File: config.mk
export PLATFORM = sky130hd
export DESIGN_NAME = imem_loader
export DESIGN_NICKNAME = d
export VERILOG_FILES = /design/src/rtl/imem_loader_pkg.sv /design/src/rtl/imem_word_packer.sv /design/src/rtl/imem_loader.sv
export SDC_FILE = /design/constraint.sdc
export NUM_CORES = 1
export LEC_CHECK = 0
export CORE_MARGIN = 5
export CORE_UTILIZATION = 45
export CTS_CLUSTER_DIAMETER = 200
export DETAILED_ROUTE_END_ITERATION = 10
export GPL_TIMING_DRIVEN = 0
export PLACE_DENSITY_LB_ADDON = 0.2
export SLEW_MARGIN = 25
export SYNTH_ARGS = -nofsm -noshare
export SYNTH_HDL_FRONTEND = slang
export SYNTH_SLANG_ARGS = --single-unit
File: constraint.sdc
create_clock -name clk -period 2.85 [get_ports clk]
set_clock_uncertainty 0.15 [all_clocks]
set_input_delay 0.4275 -clock clk [delete_from_list [all_inputs] [get_ports clk]]
set_output_delay 0.4275 -clock clk [all_outputs]
set_load 0.02 [all_outputs]
File: src/rtl/imem_loader_pkg.sv
// Shared definitions for the instruction-memory loader: FSM states, lane geometry,
// the default halt sentinel and the RV32I major opcodes used to classify instructions.
package imem_loader_pkg;

    typedef enum logic [2:0] {
        ST_IDLE,
        ST_LOAD,
        ST_FLUSH,
        ST_RUN,
        ST_HALT,
        ST_ERR
    } state_t;

    localparam logic [6:0]  HALT_OPC_DEFAULT = 7'b1111111;
    localparam int unsigned LANE_W           = 8;
    localparam int unsigned LANES            = 4;

    localparam logic [6:0] OPC_LOAD   = 7'b0000011;
    localparam logic [6:0] OPC_OP_IMM = 7'b0010011;
    localparam logic [6:0] OPC_STORE  = 7'b0100011;
    localparam logic [6:0] OPC_OP     = 7'b0110011;
    localparam logic [6:0] OPC_LUI    = 7'b0110111;
    localparam logic [6:0] OPC_BRANCH = 7'b1100011;
    localparam logic [6:0] OPC_JAL    = 7'b1101111;

endpackage

File: src/rtl/imem_word_packer.sv
// Little-endian byte-to-word packer: lane counter, zero-padded short final word,
// and a one-cycle write strobe with the completed word registered alongside it.
module imem_word_packer
    import imem_loader_pkg::*;
(
    input  logic        clk,
    input  logic        rst,
    input  logic        i_clr,
    input  logic        i_accept,
    input  logic        i_last,
    input  logic [7:0]  i_data,
    output logic        o_we,
    output logic [31:0] o_wdata
);

    logic [1:0]  r_lane;
    logic [31:0] r_word;
    logic        r_we;
    logic [31:0] r_wdata;
    logic [31:0] w_word;
    logic        w_complete;

    // Lanes above r_lane are held at zero, so a word closed early by i_last is already padded.
    always_comb begin
        w_word     = r_word | ({24'h0, i_data} << (LANE_W * r_lane));
        w_complete = (r_lane == 2'(LANES - 1)) || i_last;
    end

    always_ff @(posedge clk) begin
        if (rst || i_clr) begin
            r_lane  <= '0;
            r_word  <= '0;
            r_we    <= 1'b0;
            r_wdata <= '0;
        end else begin
            r_we <= 1'b0;
            if (i_accept) begin
                if (w_complete) begin
                    r_wdata <= w_word;
                    r_we    <= 1'b1;
                    r_word  <= '0;
                    r_lane  <= '0;
                end else begin
                    r_word <= w_word;
                    r_lane <= r_lane + 2'd1;
                end
            end
        end
    end

    assign o_we    = r_we;
    assign o_wdata = r_wdata;

endmodule

File: src/rtl/imem_loader.sv
// RV32i program loader: streams host bytes into instruction memory, then releases and halts the core.
// Build macro IMEM_LOADER_CHECKSUM_EN adds chk_expected/chk_sum and a checksum gate on release.
module imem_loader
    import imem_loader_pkg::*;
#(
    parameter int unsigned ADDR_W      = 8,
    parameter logic [6:0]  HALT_OPCODE = HALT_OPC_DEFAULT
)(
    input  logic              clk,
    input  logic              rst,
    input  logic              start,
    input  logic              byte_valid,
    input  logic [7:0]        byte_data,
    input  logic              byte_last,
    output logic              byte_ready,
    output logic              imem_we,
    output logic [ADDR_W-1:0] imem_addr,
    output logic [31:0]       imem_wdata,
    input  logic [31:0]       instr_if_id,
`ifdef IMEM_LOADER_CHECKSUM_EN
    input  logic [31:0]       chk_expected,
    output logic [31:0]       chk_sum,
`endif
    output logic              core_rst,
    output logic              core_enable,
    output logic [ADDR_W:0]   word_count,
    output logic              halted,
    output logic              load_err
);

    localparam logic [ADDR_W:0] MAX_WORDS = {1'b1, {ADDR_W{1'b0}}};

    state_t          r_state;
    logic            r_byte_ready;
    logic            r_core_rst;
    logic            r_core_enable;
    logic            r_halted;
    logic            r_load_err;
    logic [ADDR_W:0] r_word_count;

    logic            w_accept;
    logic            w_overflow;
    logic            w_pack_accept;
    logic            w_start_ok;
    logic            w_we;
    logic [31:0]     w_wdata;
    logic [ADDR_W:0] w_words_done;
    logic            w_flush_ok;
    logic            w_unused_instr;

    // A completed word still in its write cycle counts as written for the capacity check.
    always_comb begin
        w_accept      = byte_valid & r_byte_ready;
        w_words_done  = r_word_count + (ADDR_W + 1)'(w_we);
        w_overflow    = w_accept & (w_words_done == MAX_WORDS);
        w_pack_accept = w_accept & ~w_overflow;
        w_start_ok    = start & ((r_state == ST_IDLE) || (r_state == ST_HALT) || (r_state == ST_ERR));
    end

    assign w_unused_instr = ^instr_if_id[31:7];

    imem_word_packer u_packer (
        .clk      (clk),
        .rst      (rst),
        .i_clr    (w_start_ok),
        .i_accept (w_pack_accept),
        .i_last   (byte_last),
        .i_data   (byte_data),
        .o_we     (w_we),
        .o_wdata  (w_wdata)
    );

`ifdef IMEM_LOADER_CHECKSUM_EN
    logic [31:0] r_chk_sum;
    logic [31:0] w_chk_final;

    // FLUSH coincides with the final word's write, so fold it in before comparing.
    always_comb begin
        w_chk_final = r_chk_sum + (w_we ? w_wdata : '0);
        w_flush_ok  = (w_chk_final == chk_expected);
    end

    always_ff @(posedge clk) begin
        if (rst || w_start_ok) begin
            r_chk_sum <= '0;
        end else if (w_we) begin
            r_chk_sum <= r_chk_sum + w_wdata;
        end
    end

    assign chk_sum = r_chk_sum;
`else
    assign w_flush_ok = 1'b1;
`endif

    always_ff @(posedge clk) begin
        if (rst || w_start_ok) begin
            r_word_count <= '0;
        end else if (w_we) begin
            r_word_count <= r_word_count + (ADDR_W + 1)'(1);
        end
    end

    always_ff @(posedge clk) begin
        if (rst) begin
            r_state       <= ST_IDLE;
            r_byte_ready  <= 1'b0;
            r_core_rst    <= 1'b1;
            r_core_enable <= 1'b0;
            r_halted      <= 1'b0;
            r_load_err    <= 1'b0;
        end else if (w_start_ok) begin
            r_state       <= ST_LOAD;
            r_byte_ready  <= 1'b1;
            r_core_rst    <= 1'b1;
            r_core_enable <= 1'b0;
            r_halted      <= 1'b0;
            r_load_err    <= 1'b0;
        end else begin
            case (r_state)
                ST_LOAD: begin
                    if (w_overflow) begin
                        r_state      <= ST_ERR;
                        r_byte_ready <= 1'b0;
                        r_load_err   <= 1'b1;
                    end else if (w_accept && byte_last) begin
                        r_state      <= ST_FLUSH;
                        r_byte_ready <= 1'b0;
                    end
                end
                ST_FLUSH: begin
                    if (w_flush_ok) begin
                        r_state       <= ST_RUN;
                        r_core_rst    <= 1'b0;
                        r_core_enable <= 1'b1;
                    end else begin
                        r_state    <= ST_ERR;
                        r_load_err <= 1'b1;
                    end
                end
                ST_RUN: begin
                    if (instr_if_id[6:0] == HALT_OPCODE) begin
                        r_state       <= ST_HALT;
                        r_core_enable <= 1'b0;
                        r_halted      <= 1'b1;
                    end
                end
                default: begin
                end
            endcase
        end
    end

    assign byte_ready  = r_byte_ready;
    assign imem_we     = w_we;
    assign imem_addr   = r_word_count[ADDR_W-1:0];
    assign imem_wdata  = w_wdata;
    assign core_rst    = r_core_rst;
    assign core_enable = r_core_enable;
    assign word_count  = r_word_count;
    assign halted      = r_halted;
    assign load_err    = r_load_err;

endmodule

* Word level (Yosys, flattened, before mapping)
Index checks and enable logic that the tools add are counted.
Operators by class: muxes and demuxes 14, add/sub/neg operators 3, reduce and logical (&&, ||, !) cells 20, bitwise logic cells 7, eq/ne operators 12, shifts and indexed selects 1
Operator list (number):
- 32-bit two-way mux | 1
- 32-bit bitwise OR | 1
- 8-bit by 5-bit left shift with 32-bit output | 1
- 2-bit AND reduction | 5
- 9-bit by 1-bit adder with 9-bit output | 1
- 9-bit by 1-bit adder with 9-bit output, second input constant | 1
- 9-bit == test, second input constant | 1
- 3-bit two-way mux | 3
- 3-bit case mux with 3 select lines | 1
- 7-bit == test, second input constant | 1
- 1-bit two-way mux | 7
- 3-bit by 2-bit == test with 1-bit output, second input constant | 2
- 3-bit == test, second input constant | 2
- 3-bit AND reduction | 2
- 3-bit nonzero test | 2
- 1-bit bitwise AND | 4
- 1-bit logical OR | 4
- 4-bit by 3-bit != test with 1-bit output, second input constant | 1
- 2-bit nonzero test | 2
- 4-bit nonzero test | 1
- 2-bit OR reduction | 2
- 3-bit by 1-bit == test with 1-bit output, second input constant | 1
- 3-bit zero test | 1
- 3-bit by 2-bit != test with 1-bit output, second input constant | 1
- 8 further kinds | 9
Word-level totals: bits in registers 84, word-level logic and storage cells 69, input bits 45

* Longest topological paths before layout
Gate-level depths: netlist of the first run.
depth after elaboration 7, gate-level depth with buffers 10, mapped depth without buffers 8

* Modules after synthesis
A second synthesis of the first run with hierarchy kept.
Second synthesis, totals: cell total of the unflattened synthesis 361, area, all modules 3609.7 um2
Modules (own cells, without submodules):
- imem_word_packer | area an instance 2607.5 um2, seq. area each 1341.3 um2, cells an instance 240, instances 1
- imem_loader | area an instance 1002.2 um2, seq. area each 340.3 um2, cells an instance 121, instances 1

* Worst setup path before layout of the first run
No wires, ideal clock.
path type register to register, start register r_word_count[0], in the netlist word_count[0], end register u_packer.r_word[10], required time 2585 ps, library setup time 115 ps, clock period less this slack 2645 ps, setup slack 205 ps, stages on the path, launching flop included 10, arrival 2380 ps, cells stage by stage dfxtp_1 ha_1 ha_1 and3_4 a21o_2 a2111oi_4 a31oi_2 buf_2 a31oi_1 nor2_1
On the way: cells in the longest elaborated chain, start to end 5
Ends and longest elaborated chain:
- start, declared | RTL line imem_loader.sv:39 | logic [ADDR_W:0] r_word_count;
- start signal, assigned | RTL line imem_loader.sv:100 | r_word_count <= r_word_count + (ADDR_W + 1)'(1);
- 9-bit by 1-bit adder with 9-bit output | RTL line imem_loader.sv:54 | w_words_done = r_word_count + (ADDR_W + 1)'(w_we);
- 9-bit == test | RTL line imem_loader.sv:55 | w_overflow = w_accept & (w_words_done == MAX_WORDS);
- 1-bit bitwise AND | RTL line imem_loader.sv:55
- 1-bit NOT | RTL line imem_loader.sv:56 | w_pack_accept = w_accept & ~w_overflow;
- 1-bit bitwise AND | RTL line imem_loader.sv:56
- end signal, assigned | RTL line imem_word_packer.sv:44 | r_word <= w_word;
- end, declared | RTL line imem_word_packer.sv:17 | logic [31:0] r_word;
Every way passes these cells. A chain may end at the register's enable or synchronous reset.

* Final worst setup path of the first run
start register r_word_count[0], in the netlist word_count[0], end register u_packer.r_word[22]
The elaborated chain is that of the path after synthesis.

==> flow_summary.json, run 1 <==
{
  "status": "complete, no violations",
  "p_switching_mw": 0.614,
  "hold_start": "core_rst",
  "synth_warnings": 0,
  "comb_power_share": 0.108,
  "yosys_register_bits": 84,
  "grt_pass1_wl_um": 14600,
  "worst_ir_drop_vdd_mv": 0.309,
  "die_x_um": 98.2,
  "max_stage_delay_ps": 400,
  "timing.final.crit_period_ps": 2680,
  "io_pins": 100,
  "hold_violations": 0,
  "coreArea_um2": 7650,
  "antenna_found_initial": 0,
  "r2r_cells": 10,
  "dp_slack_ps": 18.8,
  "antennaDiodeCount": 0,
  "crit_path_start_kind": "flip-flop",
  "clk_latency_ps": 350,
  "vias_per_cell": 5.31,
  "die_h_um": 98.2,
  "r2r_end": "u_packer.r_word[22]",
  "synthCells": 399,
  "place_inst": 567,
  "grtUsageTotal": 0.183,
  "worst_pin_slew_ps": 547,
  "p_int_mw": 2.01,
  "worstPathRequired_ps": 2940,
  "ant_nets": 0,
  "io_buffers": 66,
  "holdPathStages": 2,
  "detailed_place_hpwl_um": 6250,
  "syn_area_um2": 3500,
  "cts_sinks": 84,
  "drt-total-wl_um": 8780,
  "drive_gt1_frac": 0.122,
  "period_share": 0.942,
  "swShare": 0.234,
  "drc": 0,
  "slew_viol_final": 0,
  "p_leak_nw": 1.58,
  "regToRegStartpoint": "word_count[0]",
  "setup_viol": 0,
  "setup_ws_ps": 166,
  "grt_max_degree": 15,
  "initialDrtViolationCount": 113,
  "yosysUniqueCellTypes": 48,
  "power_density_nw_per_um2": 570,
  "clk_path_buf_depth": 2,
  "drtPass1Iterations": 4,
  "grt_overflow": 0,
  "synth-seq-area-share": 0.480,
  "critical_path.cell_chain": "ha_2 -> ha_1 -> and3_4 -> o2111ai_2 -> a2111oi_4 -> buf_4 -> a31oi_4 -> buf_2 -> a31oi_1 -> nor2_1",
  "drv_cap": 0,
  "synth_top_flop_cell": "dfxtp_1",
  "sequentialPowerShare": 0.466,
  "route.vias.total": 3108,
  "synthToLayoutAreaGrowth_pct": 31.4,
  "clk_pin_slew_worst_paths_ps": 80,
  "hold_class": "reg2reg",
  "critPathArrivalTime_ps": 2770,
  "wire_per_inst_um": 15.0,
  "slew_headroom": 0.634,
  "syn-mean-instance-area_um2": 8.77,
  "fmax_mhz": 373,
  "row_count": 32,
  "syn-num-nets": 448,
  "gp_congestion": 0.809,
  "ys_async_sr_fraction": 0,
  "layout.cells.non_filler": 585,
  "cts_max_level": 3,
  "p_clk_frac": 0.427,
  "numCtsBuffers": 9,
  "criticalPathCategory": "reg2reg",
  "synth-edff-count": 0,
  "die-area_um2": 9640,
  "critPathCaptureType": "flip-flop",
  "critPathMaxFanout": 10,
  "nNetsFinal": 527,
  "crit_slowest_cell": "dfxtp_2",
  "cts_tree": "yes",
  "start_util": 0.458,
  "grt_pass1_vias": 3089,
  "ff2ff_setup_slack_ps": 170,
  "setup_tns_ps": 0,
  "hold_end": "core_rst",
  "clock-root-buffer": "clkbuf_8"
}
layout make-up:
cell class | instances | area [um2]
Sequential cell | 84 | 1680
Fill cell | 677 | 3050
Clock buffer | 10 | 138
Multi-Input combinational cell | 271 | 1610
Inverter | 2 | 7.51
Tap cell | 102 | 128
Buffer | 43 | 233
Clock inverter | 6 | 134
Timing Repair Buffer | 67 | 668
how the worst max path moves through the flow:
stage                  startpoint                   end  depth (start not counted)
floorplan           word_count[0]   u_packer.r_word[10]                          9
global placement    word_count[0]   u_packer.r_word[14]                          9
detailed placement  word_count[0]   u_packer.r_word[22]                          9
CTS                 word_count[0]  u_packer.o_wdata[24]                          9
global route        word_count[0]   u_packer.r_word[25]                         11
finish              word_count[0]   u_packer.r_word[22]                         10
registers in the layout (all words and copies together), names as in the netlist:
signal	count
byte_ready	1
core_enable	1
core_rst	1
halted	1
load_err	1
r_state	3
u_packer.o_wdata	32
u_packer.o_we	1
u_packer.r_lane	2
u_packer.r_word	32
word_count	9
metrics by stage:
step                      total power [mW]  hold WS, ps   util  cell area [um2]
final                                 2.62          306  0.601             4600
after detailed placement              1.53          294  0.561             4290
after global placement                1.52          285  0.561             4290
after global routing                  2.73          340  0.601             4600
after floorplan                       1.42          288      -             3500
after CTS                             2.64          305  0.598             4570
what timing repair did:
action | 4_1_cts | 5_1_grt
pin swaps | 0 | 2
cloned | 0 | 1
endpoints found under the hold margin | 0 | 0
buffers inserted | 0 | 1
hold buffers | 0 | 0
gates resized for setup | 1 | 3
setup endpoints to repair | 1 | 66
per-layer routing:
layer / share of wire / global-route usage / vias up
li1: - / - / 1576
met1: 0.45 / 0.235 / 1437
met2: 0.46 / 0.297 / 83
met3: 0.070 / 0.0393 / 12
met4: 0.016 / 0.0767 / 0
met5: 0 / 0 / -
cell families after synthesis:
kind of cell | count (synthesis) | synth area share
buffers and inverters | 45 | 0.0686
XOR/XNOR | 8 | 0.0200
multiplexers | 4 | 0.0118
adder cells (fa/ha/maj) | 4 | 0.0143
AND/OR/NAND/NOR | 133 | 0.170
AO/OA/AOI/OAI | 121 | 0.235
flip-flops | 84 | 0.480
power by group through the flow:
stage | combinational (mW) | clock [mW] | sequential (mW)
floorplan | 0.154 | 0 | 1.27
global placement | 0.276 | 0 | 1.25
detailed placement | 0.279 | 0 | 1.25
CTS | 0.281 | 1.14 | 1.22
global route | 0.313 | 1.19 | 1.23
finish | 0.283 | 1.12 | 1.22
synth_stat cells (2+ instances only):
cell type,number,share of area
dfxtp_1,84,0.48
nor2_1,83,0.089
a21oi_1,38,0.054
a211oi_1,33,0.071
a31oi_1,32,0.057
nand2_1,13,0.014
clkbuf_1,12,0.013
buf_1,10,0.011
buf_2,9,0.013
buf_4,8,0.017
nand3_1,7,0.010
nor3_1,6,0.0086
o21ai_0,5,0.0071
xor2_1,5,0.013
buf_6,4,0.013
ha_1,4,0.014
mux2i_1,3,0.0086
nand2b_1,3,0.0054
nand4_1,3,0.0054
nor2b_1,3,0.0054
or2_2,3,0.0054
xnor2_1,3,0.0075
inv_1,2,0.0021
nor2_2,2,0.0036
critical path, delay by kind of cell (launching register included):
kind            cells  cell delay (ps)
buf+inv             2              460
simple gates        2              280
compound gates      4              840
flops               1              400
fa+ha+maj           2              440
cells in the final DEF, fill, tap and decap left out, types with 2 or more instances in the layout:
| master | netlist | routed |
|---|---|---|
| a211oi_1 | 33 | 33 |
| a21oi_1 | 38 | 38 |
| a31oi_1 | 32 | 32 |
| a31oi_4 | 1 | 2 |
| buf_1 | 10 | 10 |
| buf_2 | 9 | 9 |
| buf_4 | 8 | 9 |
| buf_6 | 4 | 4 |
| bufinv_16 | 0 | 4 |
| clkbuf_1 | 12 | 12 |
| clkbuf_8 | 0 | 10 |
| clkdlybuf4s50_1 | 0 | 66 |
| dfxtp_1 | 84 | 83 |
| ha_1 | 4 | 3 |
| inv_1 | 2 | 2 |
| mux2i_1 | 3 | 3 |
| nand2_1 | 13 | 13 |
| nand2b_1 | 3 | 3 |
| nand3_1 | 7 | 7 |
| nand4_1 | 3 | 3 |
| nor2_1 | 83 | 83 |
| nor2_2 | 2 | 2 |
| nor2b_1 | 3 | 3 |
| nor3_1 | 6 | 6 |
| o21ai_0 | 5 | 5 |
| or2_2 | 3 | 3 |
| xnor2_1 | 3 | 3 |
| xor2_1 | 5 | 5 |
No activity file was read; power rests on OpenSTA's default activity.
==> run 2, diff against run 1 <==
--- a/config.mk
+++ b/config.mk
@@ -6,7 +6,7 @@
 export NUM_CORES = 1
 export LEC_CHECK = 0
 export CORE_MARGIN = 5
-export CORE_UTILIZATION = 45
+export CORE_UTILIZATION = 36
 export CTS_CLUSTER_DIAMETER = 200
 export DETAILED_ROUTE_END_ITERATION = 10
 export GPL_TIMING_DRIVEN = 0
==> run 2 against run 1 <==
Net effect:
- maximum frequency down 0.11%
- non-clock buffer count up 1
- via count about the same
- critical path type unchanged
- cell count up 5.3%
- largest cell class unchanged
- critical endpoint is now u_packer.o_wdata[3]
- final area up 1.1%
- combinational power up 1%
- critical path depth down 1
- global-route usage down 2.5 points
- sequential power about the same
==> flow_summary.json, run 2 (synthesis gave the netlist of run 1 again) <==
{
  "period_share": 0.943,
  "die-area_um2": 11800,
  "drc": 0,
  "critPathArrivalTime_ps": 2810,
  "dp_slack_ps": -12.0,
  "ant_nets": 0,
  "io_buffers": 66,
  "critPathMaxFanout": 10,
  "clock-root-buffer": "clkbuf_8",
  "timing.final.crit_period_ps": 2690,
  "slew_viol_final": 0,
  "cts_max_level": 3,
  "setup_ws_ps": 163,
  "grt_max_degree": 15,
  "rsz0062_at_grt": "false",
  "grt_pass1_vias": 2908,
  "multi_input_area_um2": 1620,
  "crit_slowest_cell": "a2111oi_4",
  "start_util": 0.363,
  "antennaDiodeCount": 0,
  "detailed_place_hpwl_um": 6360,
  "status": "complete, no violations",
  "synthToLayoutAreaGrowth_pct": 32.8,
  "register_area_um2": 1690,
  "antenna_found_initial": 0,
  "cts_sinks": 84,
  "fmax_mhz": 372,
  "grt_overflow": 0,
  "drtPass1Iterations": 4,
  "p_leak_nw": 1.57,
  "layout_common_cells": "83 x nor2_1, 83 x dfxtp_1, 66 x clkdlybuf4s50_1",
  "clk_path_buf_depth": 2,
  "numCtsBuffers": 9,
  "row_count": 36,
  "fillers": 971,
  "slew_headroom": 0.595,
  "clk_latency_ps": 360,
  "power_density_nw_per_um2": 564,
  "worst_pin_slew_ps": 608,
  "hold_class": "reg2reg",
  "critPathCaptureType": "flip-flop",
  "wire_per_inst_um": 14.8,
  "drv_cap": 0,
  "nNetsFinal": 527,
  "gp_congestion": 0.825,
  "coreArea_um2": 9640,
  "grt_pass1_wl_um": 14700,
  "criticalPathCategory": "reg2reg",
  "initialDrtViolationCount": 116,
  "route.vias.total": 3107,
  "io_pins": 100,
  "crit_path_start_kind": "flip-flop",
  "hold_violations": 0,
  "vias_per_cell": 5.04,
  "setup_viol": 0,
  "die_x_um": 109,
  "cts_tree": "yes",
  "setup_tns_ps": 0,
  "grtUsageTotal": 0.158,
  "drive_gt1_frac": 0.126,
  "worst_ir_drop_vdd_mv": 0.287,
  "max_stage_delay_ps": 530,
  "clk_pin_slew_worst_paths_ps": 90,
  "hold_slack_ps": 298,
  "critical_path.cell_chain": "ha_4 -> ha_2 -> and3_4 -> o2111ai_2 -> a2111oi_4 -> a31oi_4 -> buf_4 -> buf_2 -> a211oi_1",
  "drt-total-wl_um": 9110,
  "worstPathRequired_ps": 2970,
  "die_h_um": 109
}
==> run 2: cell count changes in the layout (fill, tap and decap cells not counted), sizes merged <==
cell,previous run,this run
a31oi,35,34
buf,32,33
clkinvlp,0,1
inv,3,2
==> run 2: path summary, 6_finish.rpt <==
check	startpoint	end	slack [ps]	cells after the start
setup / recovery	u_packer.o_we	u_packer.o_wdata[3]	160	9
hold / removal	core_rst	core_rst	300	2
setup reg to reg	u_packer.o_we	u_packer.o_wdata[3]	160	9
hold reg to reg	core_rst	core_rst	300	2
==> run 2: final cells by class <==
type | count | area share
multi-input cells | 270 | 0.348
inverters | 2 | 0.00161
well taps | 133 | 0.0358
clock buffers | 10 | 0.0274
clock inverters | 6 | 0.0293
flip-flops and latches | 84 | 0.362
plain buffers | 43 | 0.0501
repair buffers | 68 | 0.145
==> run 2: routing by layer <==
metal	vias to the layer above	part of all wire	global-route usage
li1	1572	-	-
met3	12	0.038	0.0261
met1	1467	0.48	0.217
met5	-	0	0
met2	56	0.46	0.248
met4	0	0.015	0.0595
==> run 2: repair_timing <==
| action | CTS | global route |
|---|---|---|
| cloned | 0 | 0 |
| pin swaps | 0 | 2 |
| setup buffers | 0 | 2 |
| setup endpoints to repair | 25 | 66 |
| gates resized for setup | 1 | 10 |
| hold buffers | 0 | 0 |
==> run 2: through the flow <==
step	utilization	instance area [um2]	cells	total power, mW
floorplan	-	3500	399	1.42
CTS	0.477	4600	614	2.64
global placement	0.449	4330	598	1.53
finish	0.482	4650	616	2.62
global route	0.482	4650	616	2.73
detailed placement	0.449	4330	598	1.53
==> run 2: report_power, final <==
group	internal (mW)	total, mW	leakage, nW	switching (mW)
sequential	1.20	1.22	0.679	0.0212
combinational	0.111	0.287	0.765	0.176
clock	0.673	1.11	0.127	0.442
==> run 2: critical path: cells and delay by family, from the launching register on <==
kind,cells,cell delay [ps]
and+or+nand+nor,1,210
buffers and inverters,2,390
DFF,1,410
adders and majority gates,2,370
AOI/OAI and AO/OA,4,1070
==> run 3, diff against run 2 <==
--- a/config.mk
+++ b/config.mk
@@ -11,6 +11,7 @@
 export DETAILED_ROUTE_END_ITERATION = 10
 export GPL_TIMING_DRIVEN = 0
 export PLACE_DENSITY_LB_ADDON = 0.2
+export SETUP_SLACK_MARGIN = 0.15
 export SLEW_MARGIN = 25
 export SYNTH_ARGS = -nofsm -noshare
 export SYNTH_HDL_FRONTEND = slang
==> run 3 against run 2 <==
Net effect:
- first-iteration DRC count up 11%
- count of clock-buffer cells in the layout is the same
- worst setup slack better by 60 ps
- clock power hardly changed
- sequential cell count stayed put
- cell count increased by 1.8%
- power rose by 0.93%
- utilization grew 2.1 points
- sequential power barely moved
- global-route usage grew 0.17 points
- die area did not move
- maximum frequency is 2.3% higher
- critical path type unchanged
- largest cell class unchanged
==> flow_summary.json, run 3 (synthesis gave the netlist of run 1 again) <==
{
  "status": "complete, no violations",
  "ff2ff_setup_slack_ps": 220,
  "final_core_util": 0.503,
  "hold_start": "core_rst",
  "rsz0062_at_grt": "true",
  "grt_pass1_vias": 2944,
  "final_common_cell": "nor2_1",
  "io_pins": 100,
  "antennaDiodeCount": 0,
  "drv_cap": 0,
  "stdcell_area_um2": 4850,
  "detailed_place_hpwl_um": 6360,
  "crit_start": "word_count[0]",
  "timing.final.crit_period_ps": 2630,
  "io_buffers": 66,
  "period_share": 0.922,
  "swShare": 0.243,
  "cts_tree": "yes",
  "critPathCaptureType": "flip-flop",
  "gp_congestion": 0.825,
  "initialDrtViolationCount": 129,
  "numCtsBuffers": 9,
  "critPathArrivalTime_ps": 2730,
  "grt_overflow": 0,
  "row_count": 36,
  "criticalPathCategory": "reg2reg",
  "postCtsHoldBufs": 0,
  "drc": 0,
  "fmax_mhz": 381,
  "hold_class": "reg2reg",
  "power_density_nw_per_um2": 546,
  "die-area_um2": 11800,
  "clk_path_buf_depth": 2,
  "start_util": 0.363,
  "drtPass1Iterations": 4,
  "hold_end": "core_rst",
  "worst_ir_drop_vdd_mv": 0.287,
  "clk_latency_ps": 360,
  "die_x_um": 109,
  "drt-total-wl_um": 9490,
  "regToRegStartpoint": "word_count[0]",
  "slew_viol_final": 0,
  "placed_area_um2": 4330,
  "coreArea_um2": 9640,
  "ant_nets": 0,
  "worstPathRequired_ps": 2950,
  "grt_pass1_wl_um": 14900,
  "setup_viol": 0,
  "r2r_cells": 10,
  "grtUsageTotal": 0.160,
  "clock-root-buffer": "clkbuf_8",
  "crit_path_start_kind": "flip-flop",
  "sequentialPowerShare": 0.461,
  "hold_violations": 0,
  "comb_power_share": 0.119,
  "synthToLayoutAreaGrowth_pct": 38.5,
  "layout_common_cells": "83 x nor2_1, 82 x dfxtp_1, 66 x clkdlybuf4s50_1",
  "grt_max_degree": 15,
  "route.vias.total": 3157,
  "vias_per_cell": 5.04,
  "p_clk_frac": 0.420,
  "holdPathStages": 2,
  "slew_headroom": 0.626,
  "p_leak_nw": 1.64,
  "worst_pin_slew_ps": 559,
  "wire_per_inst_um": 15.1,
  "r2r_end": "u_packer.r_word[31]",
  "p_int_mw": 2.00,
  "antenna_found_initial": 0,
  "nNetsFinal": 538,
  "critPathMaxFanout": 7,
  "p_switching_mw": 0.643,
  "clk_pin_slew_worst_paths_ps": 90,
  "die_h_um": 109,
  "cts_max_level": 3,
  "drive_gt1_frac": 0.154,
  "cts_sinks": 84
}
## run 3: power by group through the flow
stage                     registers, mW  logic (mW)  clock network (mW)
after floorplan                    1.27       0.154                   0
after global placement             1.25       0.281                   0
after detailed placement           1.25       0.283                   0
after CTS                          1.22       0.288                1.14
after global routing               1.22       0.343                1.19
final                              1.22       0.315                1.11
## run 3: area by class of cell
type | instances | area, um2
multi-input cells | 272 | 1670
repair buffers | 77 | 767
plain buffers | 43 | 285
flip-flops and latches | 84 | 1690
well taps | 133 | 166
inverters | 2 | 7.51
fillers | 949 | 4790
clock inverters | 6 | 136
clock buffers | 10 | 128
## run 3: per-layer routing
layer | global-route usage | vias up | wire length (um)
met5 | 0 | - | 0
met4 | 0.0595 | 0 | 118
met3 | 0.0255 | 11 | 484
met2 | 0.254 | 68 | 4600
met1 | 0.218 | 1485 | 4290
li1 | - | 1593 | -
## run 3: worst max path at each step
stage | endpoint | slack, ps | cells after the start
after detailed placement | u_packer.r_word[21] | -10 | 9
after CTS | u_packer.r_word[21] | 150 | 10
after global placement | u_packer.r_word[24] | 40 | 9
after global routing | u_packer.r_word[26] | 130 | 10
after floorplan | u_packer.r_word[10] | 210 | 9
final | u_packer.r_word[31] | 220 | 10
## run 3: stage by stage
stage / power (mW) / instances / hold slack (ps) / setup slack [ps] / TNS (ps)
2_1_floorplan: 1.42 / 399 / 288 / 205 / 0
3_3_place_gp: 1.53 / 598 / 286 / 36.0 / 0
3_5_place_dp: 1.53 / 598 / 296 / -12.0 / -28.4
4_1_cts: 2.65 / 617 / 307 / 153 / 0
5_1_grt: 2.76 / 627 / 315 / 133 / 0
6_report: 2.65 / 627 / 298 / 223 / 0
## run 3: critical path: stages (launching register included)
cell and delay (ps):
dfxtp_4 370, ha_2 200, ha_2 190, and3_4 200, a21o_2 230, a2111oi_4 380
buf_6 190, a31oi_4 180, buf_4 230, a31oi_1 170, nor2_1 50
## run 3: what timing repair did
| item | 4_1_cts | 5_1_grt |
|---|---|---|
| buffers inserted | 3 | 4 |
| setup endpoints to repair | 64 | 64 |
| resized for setup | 6 | 39 |
| pin swaps | 4 | 4 |
| cloned | 0 | 6 |
| hold endpoints to repair | 0 | 0 |
